--- src/rtl/hazard_scoreboard_pkg.sv ---
// ============================================================================
// Module   : hazard_scoreboard_pkg
// Purpose  : shared types and default latencies for the hazard scoreboard
// Revision : 1.0
// ============================================================================
`default_nettype none

package hazard_scoreboard_pkg;

  localparam int HZ_REG_AW      = 5;
  localparam int HZ_ALU_LAT     = 3;
  localparam int HZ_LD_LAT      = 4;
  localparam int HZ_KILL_THRESH = 2;

  typedef logic [HZ_REG_AW-1:0]             regsel_t;
  typedef logic [$clog2(HZ_LD_LAT+1)-1:0]   lat_t;

  // Per-edge action chosen for one countdown cell
  typedef enum logic [1:0] {
    CNT_DEC  = 2'd0,
    CNT_HOLD = 2'd1,
    CNT_KILL = 2'd2,
    CNT_SET  = 2'd3
  } cnt_op_e;

endpackage

`default_nettype wire

--- src/rtl/hazard_scoreboard_count_cell.sv ---
// ============================================================================
// Module   : hz_count_cell
// Purpose  : one register's in-flight countdown: set, hold, decrement, kill
// Revision : 1.0
// ============================================================================
`default_nettype none

module hz_count_cell
  import hazard_scoreboard_pkg::*;
#(
  parameter int CW          = 3,
  parameter int KILL_THRESH = 2
) (
  input  logic          CLK,
  input  logic          nRST,
  input  logic          set_en,
  input  logic [CW-1:0] set_val,
  input  logic          mem_wait,
  input  logic          flush,
  output logic [CW-1:0] count
);

  logic [CW-1:0] count_q;
  logic [CW-1:0] count_d;
  cnt_op_e       op;

  // A new issue wins; younger entries die on flush; survivors freeze during a memory wait
  always_comb begin
    op = CNT_DEC;
    if (set_en) begin
      op = CNT_SET;
    end else if (flush && (int'(count_q) >= KILL_THRESH)) begin
      op = CNT_KILL;
    end else if (mem_wait) begin
      op = CNT_HOLD;
    end

    count_d = count_q;
    case (op)
      CNT_SET:  count_d = set_val;
      CNT_KILL: count_d = '0;
      CNT_HOLD: count_d = count_q;
      default:  if (count_q != '0) count_d = count_q - CW'(1);
    endcase
  end

  always_ff @(posedge CLK or negedge nRST) begin
    if (!nRST) begin
      count_q <= '0;
    end else begin
      count_q <= count_d;
    end
  end

  assign count = count_q;

endmodule

`default_nettype wire

--- src/rtl/hazard_scoreboard.sv ---
// ============================================================================
// Module   : hazard_scoreboard
// Purpose  : per-register countdown scoreboard raising RAW/WAW decode stalls;
//            HAZARD_SCOREBOARD_STATS_EN adds stall/flush event counters
// Revision : 1.0
// ============================================================================
`default_nettype none

module hazard_scoreboard
  import hazard_scoreboard_pkg::*;
#(
  parameter int REG_AW      = HZ_REG_AW,
  parameter int ALU_LAT     = HZ_ALU_LAT,
  parameter int LD_LAT      = HZ_LD_LAT,
  parameter int KILL_THRESH = HZ_KILL_THRESH,
  parameter int BYPASS      = 0,
  parameter int NREGS       = 2**REG_AW
) (
  input  logic              CLK,
  input  logic              nRST,
  input  logic              issue_valid,
  input  logic [REG_AW-1:0] rsel1,
  input  logic [REG_AW-1:0] rsel2,
  input  logic [REG_AW-1:0] wsel,
  input  logic              wen,
  input  logic              is_load,
  input  logic              mem_wait,
  input  logic              flush,
  output logic              hazard,
  output logic              issue_ok,
`ifdef HAZARD_SCOREBOARD_STATS_EN
  output logic [31:0]       stall_cnt,
  output logic [15:0]       flush_cnt,
`endif
  output logic [NREGS-1:0]  busy
);

  localparam int CW = $clog2(LD_LAT+1);

  logic [CW-1:0] cnt [NREGS];
  logic          rd_busy1;
  logic          rd_busy2;
  logic          waw;

  function automatic logic rd_busy(input logic [REG_AW-1:0] x, input logic [CW-1:0] c);
    if (x == '0) return 1'b0;
    return (BYPASS != 0) ? (int'(c) > 1) : (c != '0);
  endfunction

  assign cnt[0] = '0;

  generate
    for (genvar r = 1; r < NREGS; r++) begin : g_cell
      hz_count_cell #(
        .CW          (CW),
        .KILL_THRESH (KILL_THRESH)
      ) u_cell (
        .CLK      (CLK),
        .nRST     (nRST),
        .set_en   (issue_ok && wen && (wsel == REG_AW'(r))),
        .set_val  (is_load ? CW'(LD_LAT) : CW'(ALU_LAT)),
        .mem_wait (mem_wait),
        .flush    (flush),
        .count    (cnt[r])
      );
    end
  endgenerate

  always_comb begin
    rd_busy1 = rd_busy(rsel1, cnt[rsel1]);
    rd_busy2 = rd_busy(rsel2, cnt[rsel2]);
    // A pending write to the same destination must retire first, so a set never meets a live count
    waw      = wen && (wsel != '0) && (cnt[wsel] != '0);
    hazard   = issue_valid && (mem_wait || rd_busy1 || rd_busy2 || waw);
    issue_ok = issue_valid && !hazard && !flush;
  end

  always_comb begin
    busy = '0;
    for (int r = 0; r < NREGS; r++) begin
      busy[r] = (cnt[r] != '0);
    end
  end

`ifdef HAZARD_SCOREBOARD_STATS_EN
  logic [31:0] stall_cnt_q, stall_cnt_d;
  logic [15:0] flush_cnt_q, flush_cnt_d;

  always_comb begin
    stall_cnt_d = stall_cnt_q + {31'd0, hazard};
    flush_cnt_d = flush_cnt_q + {15'd0, flush};
  end

  always_ff @(posedge CLK or negedge nRST) begin
    if (!nRST) begin
      stall_cnt_q <= '0;
      flush_cnt_q <= '0;
    end else begin
      stall_cnt_q <= stall_cnt_d;
      flush_cnt_q <= flush_cnt_d;
    end
  end

  assign stall_cnt = stall_cnt_q;
  assign flush_cnt = flush_cnt_q;
`endif

endmodule

`default_nettype wire

--- config.mk ---
export PLATFORM = sky130hd
export DESIGN_NAME = hazard_scoreboard
export DESIGN_NICKNAME = d
export VERILOG_FILES = /design/src/rtl/hazard_scoreboard_pkg.sv /design/src/rtl/hazard_scoreboard_count_cell.sv /design/src/rtl/hazard_scoreboard.sv
export SDC_FILE = /design/constraint.sdc
export NUM_CORES = 1
export LEC_CHECK = 0
export ABC_AREA = 1
export CAP_MARGIN = 20
export CORE_MARGIN = 8
export CORE_UTILIZATION = 56
export DETAILED_ROUTE_END_ITERATION = 6
export PLACE_DENSITY = 0.79
export SLEW_MARGIN = 25
export SYNTH_ARGS = -nofsm -noshare
export SYNTH_HDL_FRONTEND = slang
export SYNTH_SLANG_ARGS = --single-unit
--- constraint.sdc ---
create_clock -name CLK -period 2.3 [get_ports CLK]
set_clock_uncertainty 0.15 [all_clocks]
set_input_delay 0.23 -clock CLK [delete_from_list [all_inputs] [get_ports CLK]]
set_output_delay 0.23 -clock CLK [all_outputs]
set_load 0.02 [all_outputs]
==> results.sh <==
export IMPL_synth_sequential_area_ratio_pct=25.4
export IMPL_dp_worst_setup_slack_ns=-0.878
export IMPL_final_min_clock_period_ns=2.76
export IMPL_crit_type="reg -> reg"
export IMPL_postSynthCellCount=1463
export IMPL_dr_first_iter_drc_count=1193
export IMPL_layout_worst_path_cycle_share_pct=120
export IMPL_grt_first_pass_wirelength_mm=52.4
export IMPL_critical_path_top_cell_by_count="sky130_fd_sc_hd__nand2_1"
export IMPL_worst_path_buf_inv=5
export IMPL_synthToLayoutAreaGrowth_pct=42.3
export IMPL_violations="setup timing"
export IMPL_antenna_cells_inserted=0
export IMPL_switchingPower_w=0.00781
export IMPL_maxCapViolations=0
export IMPL_drtAntennaViolNets=0
export IMPL_cts_sink_count=93
export IMPL_drc=0
export IMPL_max_slew_worst_pin_slew_ns=0.770
export IMPL_power_density_cell_area_nw_per_um2=1240
export IMPL_routed_via_density=5.81
export IMPL_rows=46
export IMPL_starting_density_of_the_core_pct=57.5
export IMPL_chipHeight_um=144
export IMPL_run_status="finished with violations"
export IMPL_first_global_vias=10900
export IMPL_synth_cell_types=34
export IMPL_worst_slew_margin_rel_pct=48.1
export IMPL_overflow=0
export IMPL_p_int_w=0.00836
export IMPL_crit_path_max_incr_delay_ns=0.40
export IMPL_fin_tns_setup_ns=-34.57
export IMPL_vdd_drop_max_mv=0.822
export IMPL_clk_transition_reported_paths_ns=0.07
export IMPL_p_comb_share_pct=71.7
export IMPL_dieWidth_um=144
export IMPL_arrival_ns=2.85
export IMPL_synthAdderAreaFrac_pct=8.46
export IMPL_cpLargestDelayFamily="simple AND/OR/NAND/NOR gates"
export IMPL_buffer_ports_inserted=54
export IMPL_path_max_fanout=7
export IMPL_root_buffer="sky130_fd_sc_hd__clkbuf_16"
export IMPL_setup_viol=95
export IMPL_grtUsageTotal_pct=31.7
export IMPL_power_frac_clock_pct=9.6
export IMPL_yosys_mux_area_fraction_pct=0
export IMPL_die_area_um2=20700
export IMPL_net_switching_share_of_the_total_power_pct=48.3
export IMPL_totalWireLength_mm=34.6
export IMPL_place_congestion=1.03
export IMPL_fin_ws_ns=-0.458
export IMPL_clk_insertion_delay_late_ns=0.36
export IMPL_drive_gt1_share_pct=24.1
export IMPL_synth_xor_area_share_pct=2.96
export IMPL_fin_worst_hold_slack_ns=0.244
export IMPL_grt_start_max_net_pins=84
export IMPL_power_sequential_fraction_pct=18.7
export IMPL_avgRoutedWirePerCell_um=17.3
export IMPL_drv_slew=0
export IMPL_antenna_violations_before_repair=0
export IMPL_floorplan_core_area_um2=15900
export IMPL_syn_area_um2=9170
export IMPL_critical_path_endpoint_type="flop"
export IMPL_design_final_nets=1868
export IMPL_htreeDepth=3
export IMPL_rsz0062_at_grt="yes"
export IMPL_path_cells="inv_1, nand3_2, buf_6, nand2_2, nand2_1, nor2_1, nand2_1, nand2_1, nand2_1, nand2_1, nand2_1, nor2_2, nand3_2, nor2_4, buf_12, buf_8, buf_6, nand3_4, nand3_2, nand2_2, nand2_1, nand2_1"
export IMPL_crit_required_ns=2.39
export IMPL_main_combinational_cell_family_by_area_after_synthesis="simple AND/OR/NAND/NOR gates"
export IMPL_worstSetupStartpointType="flop"
export IMPL_final_instance_count_excl_fill=2005
export IMPL_detailroute_via_count=11700
export IMPL_average_cell_area_after_synthesis_um2=6.27
export IMPL_post_synth_net_total=1547
export IMPL_post_place_cells=1955
export IMPL_yosysWarnings=0
export IMPL_detailedRoute_firstPassIterationCount=7
export IMPL_final_hold_viol_count=0
export IMPL_layout_cells_most_common="sky130_fd_sc_hd__nand2_1"
export IMPL_synthesized_area_fraction_occupied_by_ao_oa_aoi_and_oai_cells_pct=3.75
export IMPL_post_synth_and_or_nand_nor_area_fraction_pct=49.2
export IMPL_numCtsBuffers=9
export IMPL_power_total_w=0.0162
export IMPL_min_delay_path_class="in -> async"
export IMPL_pin_count=56
export IMPL_most_frequent_cells_in_the_layout="sky130_fd_sc_hd__nand2_1 (506), sky130_fd_sc_hd__buf_4 (273), sky130_fd_sc_hd__inv_1 (173)"
export IMPL_cts_tree="built"
export IMPL_cpMaxStageDelayCell="sky130_fd_sc_hd__dfrtp_1"
export IMPL_final_hpwl_from_detailed_placement_mm=23.7
export IMPL_max_clock_path_buffers=2
export IMPL_cellLeakagePower_nw=7.32
export IMPL_clock_fmax_mhz=363
export IMPL_synth_seq_cells=93
export IMPL_largest_register_ff_count=93
[cells by family after synthesis]
group	count (synthesis)
AOI/OAI and AO/OA	66
other	1
xor gates and xnor gates	31
buffers and inverters	228
and+or+nand+nor	982
adders and majority gates	62
DFF	93
[power groups by stage]
stage,sequential (W),clock [W],combinational [W]
CTS,0.00299,0.00157,0.0110
detailed placement,0.00299,0,0.0106
global route,0.00310,0.00164,0.0128
floorplan,0.00303,0,0.00616
global placement,0.00297,0,0.0103
finish,0.00303,0.00155,0.0116
[layout make-up]
class,count,area (µm²)
multi-input cells,1142,6370
fillers,1058,2890
clock buffers,12,246
well taps,216,270
clock inverters,4,47.5
flip-flops and latches,93,2330
inverters,182,683
repair buffers,356,3100
[layer usage]
| metal | vias to the layer above | global-route usage [%] | part of all wire [%] |
|---|---|---|---|
| li1 | 5471 | - | - |
| met1 | 5328 | 38.2 | 38 |
| met2 | 674 | 52.7 | 47 |
| met3 | 177 | 5.34 | 9.4 |
| met4 | 0 | 17.9 | 5.7 |
| met5 | - | 0 | 0 |
[stage by stage]
| step | instance area [µm²] | utilization, % |
|---|---|---|
| global route | 13000 | 81.8 |
| CTS | 12600 | 78.9 |
| detailed placement | 11800 | 74.1 |
| global placement | 11800 | 74.1 |
| finish | 13000 | 81.8 |
| floorplan | 9170 | - |
[repair_timing]
action                                  in CTS  in global routing
hold buffers                                 1                  0
buffers inserted                            10                 17
resized for setup                           83                 64
hold endpoints to repair                    33                  0
gates cloned                                 3                  4
pin swaps                                    6                 22
endpoints found under the setup margin      97                109
[synthesized netlist by cell type]
library cell / count / area share [%]
sky130_fd_sc_hd__dfrtp_1: 93 / 25
sky130_fd_sc_hd__xnor2_1: 11 / 1.1
sky130_fd_sc_hd__a31oi_1: 1 / 0.068
sky130_fd_sc_hd__o21ai_1: 19 / 1.0
sky130_fd_sc_hd__buf_6: 4 / 0.49
sky130_fd_sc_hd__nand4_1: 119 / 8.1
sky130_fd_sc_hd__buf_2: 5 / 0.27
sky130_fd_sc_hd__o211ai_1: 3 / 0.25
sky130_fd_sc_hd__nand2_2: 1 / 0.068
sky130_fd_sc_hd__clkbuf_1: 25 / 1.0
sky130_fd_sc_hd__nor2_2: 4 / 0.27
sky130_fd_sc_hd__buf_8: 1 / 0.16
sky130_fd_sc_hd__a21oi_1: 13 / 0.71
sky130_fd_sc_hd__ha_1: 62 / 8.5
sky130_fd_sc_hd__inv_2: 4 / 0.16
sky130_fd_sc_hd__nand3_1: 217 / 12
sky130_fd_sc_hd__nor2_1: 74 / 3.0
sky130_fd_sc_hd__nor3_1: 28 / 1.5
sky130_fd_sc_hd__buf_1: 2 / 0.082
sky130_fd_sc_hd__conb_1: 1 / 0.041
sky130_fd_sc_hd__o31ai_1: 1 / 0.082
sky130_fd_sc_hd__nand3b_1: 1 / 0.082
sky130_fd_sc_hd__nand2_4: 2 / 0.25
sky130_fd_sc_hd__nor3b_1: 1 / 0.082
sky130_fd_sc_hd__xor2_1: 20 / 1.9
sky130_fd_sc_hd__o21bai_1: 1 / 0.082
sky130_fd_sc_hd__nand2_1: 513 / 21
sky130_fd_sc_hd__nand3_2: 13 / 1.4
sky130_fd_sc_hd__buf_4: 9 / 0.74
sky130_fd_sc_hd__clkinv_1: 1 / 0.041
sky130_fd_sc_hd__and2_1: 2 / 0.14
sky130_fd_sc_hd__o21ai_0: 28 / 1.5
sky130_fd_sc_hd__inv_1: 177 / 7.2
sky130_fd_sc_hd__nand3_4: 7 / 1.3
[path summary, 6_finish.rpt]
| kind | start | to | slack [ns] | cells past startpoint |
|---|---|---|---|---|
| min in group CLK | g_cell[14].u_cell.count[0] | g_cell[14].u_cell.count[0] | 0.34 | 2 |
| max in group asynchronous | nRST | g_cell[4].u_cell.count[2] | 1.15 | 3 |
| worst max register to register | g_cell[13].u_cell.count[0] | g_cell[29].u_cell.count[0] | -0.46 | 22 |
| worst min register to register | g_cell[14].u_cell.count[0] | g_cell[14].u_cell.count[0] | 0.34 | 2 |
| worst min-delay path | nRST | g_cell[6].u_cell.count[2] | 0.24 | 2 |
| worst max-delay path | g_cell[13].u_cell.count[0] | g_cell[29].u_cell.count[0] | -0.46 | 22 |
Power figures use the tool's default switching activity.
